**config.mk**
```make
export PLATFORM = sky130hd
export DESIGN_NAME = if_fetch_unit
export DESIGN_NICKNAME = d
export VERILOG_FILES = /design/src/rtl/if_fetch_unit.sv
export SDC_FILE = /design/constraint.sdc
export NUM_CORES = 1
export LEC_CHECK = 0
export BUFFER_PORTS_ARGS = -buffer_cell sky130_fd_sc_hd__buf_2
export CAP_MARGIN = 25
export CELL_PAD_IN_SITES_DETAIL_PLACEMENT = 1
export CELL_PAD_IN_SITES_GLOBAL_PLACEMENT = 1
export CORE_MARGIN = 2
export CORE_UTILIZATION = 39
export DETAILED_ROUTE_END_ITERATION = 12
export PLACE_DENSITY = 0.91
export SLEW_MARGIN = 15
export SYNTH_ARGS = -nofsm -noshare
export SYNTH_HDL_FRONTEND = slang
export SYNTH_SLANG_ARGS = --single-unit
```
**constraint.sdc**
```tcl
create_clock -name clk_i -period 2.67 [get_ports clk_i]
set_input_delay 0.267 -clock clk_i [delete_from_list [all_inputs] [get_ports clk_i]]
set_output_delay 0.267 -clock clk_i [all_outputs]
set_load 0.02 [all_outputs]
```
**src/rtl/if_fetch_unit.sv**
```systemverilog
// Instruction-fetch front end: owns the program counter and runs the imem req/ack
// handshake, presenting pc/instruction pairs to the IF/ID register.
module if_fetch_unit #(
    parameter logic [31:0] RESET_PC = 32'h0000_0000
) (
    input  logic        clk_i,
    input  logic        rst_i,
    input  logic        stall_i,
    input  logic        branch_i,
    input  logic [31:0] branch_target_i,
    output logic        imem_req_o,
    output logic [31:0] imem_addr_o,
    input  logic        imem_ack_i,
    input  logic [31:0] imem_rdata_i,
    output logic [31:0] pc_o,
    output logic [31:0] instr_o,
    output logic        fetch_stall_o
);

    typedef enum logic [1:0] {
        ST_IDLE  = 2'd0,
        ST_FETCH = 2'd1,
        ST_HOLD  = 2'd2,
        ST_DRAIN = 2'd3
    } state_t;

    localparam logic [31:0] RESET_PC_ALIGNED = RESET_PC & 32'hFFFF_FFFC;

    state_t      state_r;
    state_t      state_nxt_s;
    logic [31:0] pc_r;
    logic [31:0] pc_nxt_s;
    logic [31:0] drain_addr_r;
    logic [31:0] drain_addr_nxt_s;
    logic [31:0] ibuf_r;
    logic [31:0] ibuf_nxt_s;
    logic [31:0] target_s;
    logic [31:0] pc_inc_s;

    assign target_s = branch_target_i & 32'hFFFF_FFFC;
    assign pc_inc_s = pc_r + 32'd4;

    // State and datapath registers with asynchronous active-low reset
    always_ff @(posedge clk_i or negedge rst_i) begin
        if (!rst_i) begin
            state_r      <= ST_IDLE;
            pc_r         <= RESET_PC_ALIGNED;
            drain_addr_r <= 32'h0000_0000;
            ibuf_r       <= 32'h0000_0000;
        end else begin
            state_r      <= state_nxt_s;
            pc_r         <= pc_nxt_s;
            drain_addr_r <= drain_addr_nxt_s;
            ibuf_r       <= ibuf_nxt_s;
        end
    end

    // Next-state logic; a redirect outranks both stall and handover
    always_comb begin
        state_nxt_s      = state_r;
        pc_nxt_s         = pc_r;
        drain_addr_nxt_s = drain_addr_r;
        ibuf_nxt_s       = ibuf_r;
        case (state_r)
            ST_IDLE: begin
                state_nxt_s = ST_FETCH;
                if (branch_i) begin
                    pc_nxt_s = target_s;
                end else begin
                    pc_nxt_s = pc_r;
                end
            end
            ST_FETCH: begin
                if (branch_i) begin
                    pc_nxt_s = target_s;
                    if (imem_ack_i) begin
                        state_nxt_s = ST_FETCH;
                    end else begin
                        // The in-flight request must finish at its own address
                        drain_addr_nxt_s = pc_r;
                        state_nxt_s      = ST_DRAIN;
                    end
                end else if (imem_ack_i) begin
                    if (stall_i) begin
                        ibuf_nxt_s  = imem_rdata_i;
                        state_nxt_s = ST_HOLD;
                    end else begin
                        pc_nxt_s    = pc_inc_s;
                        state_nxt_s = ST_FETCH;
                    end
                end else begin
                    state_nxt_s = ST_FETCH;
                end
            end
            ST_HOLD: begin
                if (branch_i) begin
                    pc_nxt_s    = target_s;
                    state_nxt_s = ST_FETCH;
                end else if (!stall_i) begin
                    pc_nxt_s    = pc_inc_s;
                    state_nxt_s = ST_FETCH;
                end else begin
                    state_nxt_s = ST_HOLD;
                end
            end
            ST_DRAIN: begin
                if (branch_i) begin
                    pc_nxt_s    = target_s;
                    state_nxt_s = ST_DRAIN;
                end else if (imem_ack_i) begin
                    state_nxt_s = ST_FETCH;
                end else begin
                    state_nxt_s = ST_DRAIN;
                end
            end
            default: begin
                state_nxt_s = ST_IDLE;
                pc_nxt_s    = RESET_PC_ALIGNED;
            end
        endcase
    end

    // Output decode from the current state
    always_comb begin
        imem_req_o    = 1'b0;
        imem_addr_o   = pc_r;
        pc_o          = pc_r;
        instr_o       = 32'h0000_0000;
        fetch_stall_o = 1'b1;
        case (state_r)
            ST_IDLE: begin
                imem_req_o = 1'b0;
            end
            ST_FETCH: begin
                imem_req_o = 1'b1;
                if (imem_ack_i) begin
                    instr_o       = imem_rdata_i;
                    fetch_stall_o = 1'b0;
                end else begin
                    instr_o       = 32'h0000_0000;
                    fetch_stall_o = 1'b1;
                end
            end
            ST_HOLD: begin
                instr_o       = ibuf_r;
                fetch_stall_o = 1'b0;
            end
            ST_DRAIN: begin
                imem_req_o  = 1'b1;
                imem_addr_o = drain_addr_r;
            end
            default: begin
                imem_req_o = 1'b0;
            end
        endcase
    end

endmodule

```
# Word level (Yosys, flattened, before mapping)
# Cells that the tools add are included.
[classes]
add_sub_neg = 1
n_eq_ne = 5
mux = 19
bitwise_logic = 2
n_reduce_logical = 6
[op_table]
columns = ["cell", "n"]
rows = [
  ["32-bit two-way mux", 7],
  ["32-bit case mux with 3 select lines", 1],
  ["32-bit case mux with 2 select lines", 1],
  ["32-bit by 3-bit adder with 32-bit output (second input constant)", 1],
  ["2-bit two-way mux", 6],
  ["2-bit case mux with 4 select lines", 1],
  ["2-bit equality test (second input constant)", 2],
  ["4-bit AND reduction", 1],
  ["2-bit OR reduction", 2],
  ["3-bit inequality test (second input constant)", 1],
  ["3-bit AND reduction", 1],
  ["2-bit by 1-bit equality test with 1-bit output (second input constant)", 1],
  ["2-bit zero test", 1],
  ["1-bit two-way mux", 2],
  ["2-bit by 1-bit inequality test with 1-bit output (second input constant)", 1],
  ["1-bit NOT", 2],
  ["1-bit case mux with 2 select lines", 1],
  ["2-bit AND reduction", 1],
]
[totals]
reg_bits = 98
in_bits = 69
out_inout_bits = 98
elab_cells = 37

# Depth between registers and ports, before layout
# Gate-level depths: netlist of run 1.
[depth]
depth_word = 5
depth_mapped = 8
ltp_nobuf = 7

# Worst setup path before layout of run 1
# OpenSTA, ideal clock, no wires.
[synth_path]
path_type = "reg-to-output"
from = "register state_r[1]"
to = "output port instr_o[0]"
t_arrival_ns = 1.719
required_ns = 2.403
setup_slack_ns = 0.684
stages_incl_launch_ff = 8
n_path_buf = 2
cell_sequence = "dfrtp_1 inv_1 ha_1 and2_1 clkbuf_1 clkbuf_1 a22oi_1 nor2b_1"
[synth_between]
elab_chain_cells = 2
word_cells_on_any_way = 3
cone_classes = "eq/ne (2); mux (1)"
[synth_lines]
columns = ["item", "line", "rtl"]
rows = [
  ["start, declared", "29", "state_t state_r;"],
  ["start signal, assigned", "51", "state_r <= state_nxt_s;"],
  ["2-bit equality test / 2-bit by 1-bit equality test with 1-bit output (equally long branches)", "130", "case (state_r)"],
  ["32-bit case mux with 2 select lines (*)", "130", ""],
  ["end, declared", "16", "output logic [31:0] instr_o,"],
]
# Mark *: on every way between the ends. The rest lies on a longest branch, timed or not.

# Final worst setup path of run 1
[layout_path]
from = "register state_r[1]"
to = "output port instr_o[27]"
# The elaborated chain is that of the path after synthesis.

==> results of run 1 <==
==> registers in the layout (all words and copies together), names as in the netlist <==
register	flops
ibuf_r	32
pc_o	30
state_r	2
drain_addr_r	30
==> routing by layer <==
metal / routed length (µm) / part of all wire [%]
met1: 6720 / 41
met2: 8190 / 49
met3: 1200 / 7.2
met4: 451 / 2.7
met5: 0 / 0
==> area by class of cell <==
type / instances / share of cell area (%)
Clock buffer: 13 / 3.98
Clock inverter: 3 / 0.651
Inverter: 5 / 0.287
Multi-Input combinational cell: 364 / 41.4
Sequential cell: 94 / 36.0
Tap cell: 176 / 3.37
Timing Repair Buffer: 174 / 14.3
==> worst paths after layout <==
path,from,to,slack (ns)
hold reg to reg,drain_addr_r[25]$_DFFE_PN0P_,drain_addr_r[25]$_DFFE_PN0P_,0.49
max in group asynchronous,rst_i,ibuf_r[17]$_DFFE_PN0P_,1.47
min in group asynchronous,rst_i,drain_addr_r[2]$_DFFE_PN0P_,0.46
setup / recovery,state_r[1]$_DFF_PN0_,instr_o[27],0.21
setup reg to reg,state_r[0]$_DFF_PN0_,pc_o[31]$_DFFE_PN0P_,0.41
hold / removal,branch_target_i[30],pc_o[30]$_DFFE_PN0P_,0.15
==> metrics by stage <==
step	utilization, %	hold slack, ns	cell area (µm²)
2_1_floorplan	-	-0.0286	5290
3_3_place_gp	47.0	0.274	6230
3_5_place_dp	47.0	0.282	6230
4_1_cts	49.4	0.147	6540
5_1_grt	49.4	0.164	6540
6_report	49.4	0.154	6540
==> cells by family after synthesis <==
| kind of cell | share of synthesized area, % |
|---|---|
| DFF | 44.6 |
| AOI/OAI and AO/OA | 14.5 |
| buffers and inverters | 4.34 |
| xor gates and xnor gates | 0.332 |
| adders and majority gates | 1.19 |
| and+or+nand+nor | 15.4 |
| muxes | 19.6 |
| other | 0.0711 |
==> power by group through the flow <==
stage	Clock, mW	Combinational [mW]	Sequential [mW]
after CTS	1.35	3.74	2.64
after global routing	1.42	4.01	2.74
final	1.33	3.72	2.65
after floorplan	0	2.52	2.62
after detailed placement	0	3.72	2.66
after global placement	0	3.54	2.56
==> placed cells by master (no fill, tap or decap), types with 5 or more instances in the layout <==
cell type	n
a21oi_1	24
a22oi_1	35
a31oi_1	6
buf_2	159
buf_4	12
clkbuf_16	9
dfrtp_1	94
inv_1	5
mux2_2	91
nand2_1	28
nand3_1	18
nand4_1	7
nor2_1	24
nor2b_1	36
nor3_1	6
nor4_1	5
o21ai_0	16
o22ai_1	6
==> worst min-delay path: stages <==
cell,delay (ns)
buf_2,0.08
nand2_1,0.04
o21ai_0,0.07
==> timing repair <==
action,CTS,global route
hold endpoints to repair,36,0
gates resized for setup,0,0
hold buffers,1,0
==> results_dict.tcl, run 1 <==
set metrics [dict create \
    grt_pass1_vias 5111 \
    stdcell_count 829 \
    rsz0062_at_grt "no" \
    slowest_stage "dfrtp_1" \
    ys.flop_type "dfrtp_1" \
    ys_types 51 \
    critPathLaunchType "flip-flop" \
    ys_top_cells_by_count "dfrtp_1, mux2_2, nor2b_1" \
    grt_antenna_before_repair 0 \
    switching_share_pct 42.4 \
    crit_chain "inv_1, ha_1, and2_1, buf_4, a22oi_1, nor2b_1, buf_2" \
    hold_path.class "in2reg" \
    power_mw 7.69 \
    use_met3_pct 5.75 \
    crit_path_end_kind "output pin" \
    hpwl_um 11800 \
    skew_ns 0.00910 \
    yosysTopAreaCell "dfrtp_1" \
    clkSinkCount 94 \
    hold_path_depth 3 \
    fin_crit_ns 2.46 \
    cp_num_cells 7 \
    initial_utilization_pct 39.8 \
    cts_root_buf "clkbuf_16" \
    leakagePower_nw 2.90 \
    maxSlewViolCount 0 \
    grt_busiest_layer "met2" \
    synth.area.top_cells "dfrtp_1, mux2_2, a22oi_1, nor2b_1, a21oi_1" \
    ant_nets 0 \
    syn_inst 506 \
    syn_avg_cell_area_um2 10.4 \
    syn_area_um2 5270 \
    die_area_um2 14500 \
    drt-total-wl_um 16600 \
    antenna_cells 0 \
    synth.most_common_cell "dfrtp_1" \
    p_clk_share_pct 17.2 \
    port_buffers 160 \
    fmax_ghz 0.407 \
    status "finished clean" \
    area_growth_pct 24.0 \
    p_per_area_nw_per_um2 1180 \
    use_met2_pct 39.0 \
    internal_power_mw 4.43 \
    fin_nets 722 \
    seqPwrFrac_pct 34.4 \
    crit_family "buffers and inverters" \
    boundaryPins 167 \
    tritoncts "done" \
    drive_above_1_share_pct 44.1 \
    maxCapViolCount 0 \
    p_comb_share_pct 48.4 \
    setup_tns_ns 0 \
    grt_util_met1_pct 27.9 \
    htree_levels 3 \
    pre_cts_ws_ns 0.423 \
    via_per_inst 5.78 \
    yosysWarnings 0 \
    seq_area_um2 2350 \
    fp.dieH_um 120 \
    hold_viol 0 \
    gp_congestion 0.885 \
    drt-initial-drc-count 381 \
    grt_pass1_wl_um 26400 \
    synthArstFlopShare_pct 100 \
    detail_route.wl_per_cell_um 20.0 \
    crit_type "reg2out" \
    finalWorstSetupSlack_ns 0.211 \
    std_cell_rows 42 \
    routed-via-count 4790 \
    overflow 0 \
    grt_usage_pct 23.0 \
    timing.slew.headroom_pct 41.9 \
    numCtsBuffers 9 \
    cpPeakStageDelay_ns 0.40 \
    multi_input_area_um2 2710 \
    detail_route.first_pass.iterations 5 \
    cp.arrival_ns 2.19 \
    synth_top_area_share_pct 44.6 \
    dieWidth_um 120 \
    cp_max_fo 32 \
    fillers 1522 \
    ys_ff_latch 94 \
    netSwitchingPower_mw 3.26 \
    ir_drop_v 0.000526 \
    placedCellCount 812 \
    finalSetupViolations 0 \
    clock_path_buffers 2 \
    synth_edf_count 0 \
    remaining_drc_errors 0 \
    critPathBufInv 3 \
    worstMarginPinSlew_ns 0.872 \
    clkTransAtPathRegs_ns 0.07 \
    grt_max_degree 59 \
    worstPathRequired_ns 2.40 \
    clock_latency_ns 0.35 \
    post_cts_buffers 0 \
    rr_worst_depth 7 \
    post-route-period-util_pct 92.1 \
    seq_area_frac_synth_pct 44.6 \
    core_um2 13200 \
]
No activity file was read; power rests on OpenSTA's default activity.
==> run 2: changes to the inputs <==
CELL_PAD_IN_SITES_DETAIL_PLACEMENT = unset   (was 1)
CELL_PAD_IN_SITES_GLOBAL_PLACEMENT = unset   (was 1)
CORE_UTILIZATION = 50   (was 39)
PLACE_DENSITY = 0.9   (was 0.91)
==> run 2 against run 1 <==
Combinational power decreased by 3%. Critical path depth unchanged. Clock power decreased by 11%. Sequential power decreased by 2%. Largest power group unchanged. Critical path type unchanged. Global-route usage increased by 0.90 points. Worst setup slack improved by 0.088 ns. Sequential share of layout area increased by 0.60 points. Hold slack got worse by 0.033 ns. Fmax increased by 3.7%. Power decreased by 3.6%.
==> results_dict.tcl, run 2 (synthesis results as in run 1) <==
set metrics [dict create \
    status "finished clean" \
    cp_max_fo 32 \
    hold_viol 0 \
    dieWidth_um 107 \
    fin_nets 721 \
    htree_levels 3 \
    stdcell_count 788 \
    hpwl_um 9730 \
    fin_crit_ns 2.37 \
    use_met3_pct 5.17 \
    cts_root_buf "clkbuf_8" \
    crit_type "reg2out" \
    fp.dieH_um 107 \
    leakagePower_nw 2.88 \
    post_cts_buffers 0 \
    p_per_area_nw_per_um2 1150 \
    crit_path_end_kind "output pin" \
    cts_resized 0 \
    boundaryPins 167 \
    netSwitchingPower_mw 3.12 \
    place_area_um2 6170 \
    worstPathRequired_ns 2.40 \
    finalSetupViolations 0 \
    hold_path.class "in2reg" \
    clock_latency_ns 0.37 \
    drt-total-wl_um 13700 \
    ir_drop_v 0.000689 \
    area_growth_pct 21.9 \
    remaining_drc_errors 0 \
    std_cell_rows 37 \
    die_area_um2 11400 \
    final_area_um2 6430 \
    numCtsBuffers 9 \
    grt_pass1_vias 4424 \
    skew_ns 0.0131 \
    p_comb_share_pct 48.9 \
    drt-initial-drc-count 357 \
    internal_power_mw 4.29 \
    grt_usage_pct 23.9 \
    clkSinkCount 94 \
    ant_nets 0 \
    grt_max_degree 51 \
    setup_tns_ns 0 \
    cp.arrival_ns 2.10 \
    fin_util_pct 62.6 \
    p_clk_share_pct 15.9 \
    use_met2_pct 39.2 \
    fillers 830 \
    rsz0062_at_grt "no" \
    maxSlewViolCount 0 \
    most-common-layout-cells "buf_2, dfrtp_1, mux2_2" \
    clkTransAtPathRegs_ns 0.09 \
    pre_cts_ws_ns 0.418 \
    routed-via-count 4651 \
    switching_share_pct 42.1 \
    grt_pass1_wl_um 21900 \
    initial_utilization_pct 51.3 \
    grt_util_met1_pct 31.5 \
    gp_congestion 0.930 \
    grt_antenna_before_repair 0 \
    final_common_cell "buf_2" \
    via_per_inst 5.90 \
    overflow 0 \
    detail_route.first_pass.iterations 5 \
    hold_ws_ns 0.122 \
    largest_reg_flops 32 \
    drive_above_1_share_pct 44.2 \
    power_mw 7.41 \
    critPathLaunchType "flip-flop" \
    post-route-period-util_pct 88.8 \
    seqPwrFrac_pct 35.2 \
    timing.slew.headroom_pct 56.2 \
    placedCellCount 771 \
    worstMarginPinSlew_ns 0.656 \
    fmax_ghz 0.422 \
    clock_path_buffers 2 \
    maxCapViolCount 0 \
    antenna_cells 0 \
    grt_busiest_layer "met2" \
    finalWorstSetupSlack_ns 0.300 \
    top_register "ibuf_r" \
    core_um2 10300 \
    detail_route.wl_per_cell_um 17.4 \
    port_buffers 160 \
    tritoncts "done" \
]
==> run 2: area by class of cell <==
| cell class | count | area [µm²] | area share, % |
|---|---|---|---|
| clock buffer | 10 | 138 | 2.14 |
| clock inverter | 6 | 118 | 1.83 |
| inverter | 5 | 18.8 | 0.292 |
| multi-input combinational | 364 | 2710 | 42.1 |
| sequential | 94 | 2350 | 36.6 |
| tap | 136 | 170 | 2.65 |
| timing repair buffer | 173 | 928 | 14.4 |
==> run 2: repair_timing <==
| action | CTS | global route |
|---|---|---|
| hold buffers | 1 | 0 |
| endpoints found under the hold margin | 49 | 0 |
| endpoints found under the setup margin | 0 | 0 |
==> run 2: routing by layer <==
layer / routed length [µm] / share of wire (%)
met5: 0 / 0
met4: 226 / 1.6
met3: 1290 / 9.4
met2: 6570 / 48
met1: 5660 / 41
==> run 2: final timing paths <==
path / start / endpoint / slack, ns / depth (start not counted)
hold reg to reg: drain_addr_r[25]$_DFFE_PN0P_ / drain_addr_r[25]$_DFFE_PN0P_ / 0.49 / 2
setup reg to reg: state_r[0]$_DFF_PN0_ / pc_o[15]$_DFFE_PN0P_ / 0.39 / 7
max in group asynchronous: rst_i / pc_o[13]$_DFFE_PN0P_ / 1.54 / 3
hold / removal: branch_target_i[2] / pc_o[2]$_DFFE_PN0P_ / 0.12 / 3
setup / recovery: state_r[1]$_DFF_PN0_ / instr_o[19] / 0.30 / 7
min in group asynchronous: rst_i / ibuf_r[6]$_DFFE_PN0P_ / 0.45 / 2
==> run 2: power groups by stage <==
stage          Clock [mW]  Combinational, mW  Sequential, mW
4_1_cts              1.21               3.63            2.59
3_3_place_gp            0               3.50            2.55
5_1_grt              1.27               3.89            2.70
6_report             1.18               3.62            2.61
3_5_place_dp            0               3.62            2.62
2_1_floorplan           0               2.52            2.62
==> run 2: worst max-delay path, stage by stage, from the launching register on <==
cell     delay, ns
dfrtp_1       0.42
inv_1         0.09
ha_1          0.24
and2_1        0.21
buf_4         0.34
a22oi_1       0.13
nor2b_1       0.15
buf_2         0.18
==> run 3: changes to the inputs <==
ABC_CLOCK_PERIOD_IN_PS = 2670   (was unset)
CELL_PAD_IN_SITES_DETAIL_PLACEMENT = 0   (was unset)
CELL_PAD_IN_SITES_GLOBAL_PLACEMENT = 2   (was unset)
CORE_UTILIZATION = 31   (was 50)
PLACE_DENSITY = 0.91   (was 0.9)
==> run 3 against run 2 <==
Global-route usage fell by 8.0 points. Core utilization fell by 23 points. Clock power rose by 11%. Clock-buffer cell count rose by 2. First-iteration DRC count fell by 44%. Routed wire length rose by 5.9%. Critical path depth did not move. Via count fell by 1.9%. Cell count rose by 11%. Die area rose by 59%. Non-clock buffer count rose by 5.
==> results_dict.tcl, run 3 (synthesis results as in run 1) <==
set metrics [dict create \
    setup.worst_path.start "state_r[1]$_DFF_PN0_" \
    crit_chain "inv_1, ha_1, and2_2, buf_12, a22oi_1, nor2b_1, buf_2" \
    leakagePower_nw 2.93 \
    hold_viol 0 \
    core_um2 16600 \
    initial_utilization_pct 31.8 \
    slowest_stage "dfrtp_1" \
    clkTransAtPathRegs_ns 0.07 \
    area_growth_pct 25.8 \
    port_buffers 160 \
    dieWidth_um 134 \
    rrSetupSlack_ns 0.49 \
    placedCellCount 860 \
    hpwl_um 10600 \
    fp.dieH_um 134 \
    ir_drop_v 0.000582 \
    rr_startpoint "state_r[0]$_DFF_PN0_" \
    drive_above_1_share_pct 44.6 \
    clkSinkCount 94 \
    hold_ws_ns 0.137 \
    status "finished clean" \
    grt_antenna_before_repair 1 \
    die_area_um2 18100 \
    remaining_drc_errors 0 \
    fin_nets 726 \
    drt-initial-drc-count 199 \
    seq_area_um2 2350 \
    maxSlewViolCount 0 \
    pre_cts_ws_ns 0.461 \
    clock_latency_ns 0.35 \
    tritoncts "done" \
    stdcell_count 878 \
    ant_nets 0 \
    cts_root_buf "clkbuf_16" \
    boundaryPins 167 \
    std_cell_rows 47 \
    grt_max_degree 53 \
    crit_family "simple AND/OR/NAND/NOR gates" \
    largest_reg_flops 32 \
    detail_route.first_pass.iterations 5 \
    critPathLaunchType "flip-flop" \
    place_area_um2 6320 \
    overflow 0 \
    cp_max_fo 25 \
    grt_pass1_wl_um 22900 \
    via_per_inst 5.20 \
    finalWorstSetupSlack_ns 0.319 \
    numCtsBuffers 9 \
    fillers 1663 \
    rsz0062_at_grt "no" \
    critPathBufInv 3 \
    setup_tns_ns 0 \
    crit_type "reg2out" \
    worstHoldStart "branch_target_i[31]" \
    fin_crit_ns 2.35 \
    p_per_area_nw_per_um2 1150 \
    htree_levels 3 \
    timing.slew.headroom_pct 58.5 \
    top_register "ibuf_r" \
    skew_ns 0.00617 \
    clock_path_buffers 2 \
    crit_path_end_kind "output pin" \
    post-route-period-util_pct 88.1 \
    cpPeakStageDelay_ns 0.40 \
    worstPathRequired_ns 2.40 \
    drt-total-wl_um 14600 \
    final_area_um2 6640 \
    maxCapViolCount 0 \
    finalSetupViolations 0 \
    worstMarginPinSlew_ns 0.622 \
    fmax_ghz 0.425 \
    routed-via-count 4562 \
    most-common-layout-cells "buf_2, dfrtp_1, mux2_2" \
    multi_input_area_um2 2710 \
    detail_route.wl_per_cell_um 16.6 \
    grt_usage_pct 16.0 \
    grt_pass1_vias 4347 \
    cp.arrival_ns 2.08 \
    gp_congestion 0.819 \
    final_common_cell "buf_2" \
    hold_path.class "in2reg" \
]
[run 3: cell count changes in the layout (fill, tap and decap cells not counted), moves of 2 or more]
cell,before,now
clkbuf_8,10,2
buf_4,11,15
bufinv_16,3,1
clkinv_2,0,3
clkbuf_16,0,9
[run 3: tightest hold or removal path: stages]
cell and delay (ns):
buf_2 0.08, nand2_1 0.04, nand3_1 0.06
[run 3: path summary, 6_finish.rpt]
kind,to,cells past startpoint
hold reg to reg,drain_addr_r[25]$_DFFE_PN0P_,2
min in group asynchronous,drain_addr_r[17]$_DFFE_PN0P_,2
hold / removal,pc_o[31]$_DFFE_PN0P_,3
setup reg to reg,pc_o[31]$_DFFE_PN0P_,7
setup / recovery,instr_o[15],7
max in group asynchronous,ibuf_r[18]$_DFFE_PN0P_,3
[run 3: final cells by class]
class	instances	share of cell area, %
sequential	94	35.4
tap	220	4.15
timing repair buffer	178	14.7
inverter	5	0.283
antenna	1	0.0377
clock inverter	4	0.679
multi-input combinational	364	40.8
clock buffer	12	3.87
[run 3: power breakdown]
part           internal [mW]  total (mW)  switching, mW
Clock                  0.772        1.31          0.537
Combinational           1.63        3.71           2.09
Sequential              2.07        2.58          0.519
[run 3: timing repair]
action                                  4_1_cts  5_1_grt
buffers inserted                              0        0
resized for setup                             0        1
endpoints found under the hold margin        42        0
endpoints found under the setup margin        0        1
hold buffers                                  1        0
[run 3: routing by layer]
| layer | global-route usage, % | wire length, µm | up-vias |
|---|---|---|---|
| met5 | 0 | 15 | - |
| met4 | 5.85 | 271 | 2 |
| met3 | 3.40 | 963 | 19 |
| met2 | 25.6 | 6860 | 174 |
| met1 | 21.3 | 6450 | 2216 |
| li1 | - | - | 2151 |
[run 3: through the flow]
stage	total power, mW	util (%)
after floorplan	5.15	-
after global placement	6.22	38.1
after detailed placement	6.35	38.1
after CTS	7.69	40.0
after global routing	8.13	40.0
final	7.61	40.0
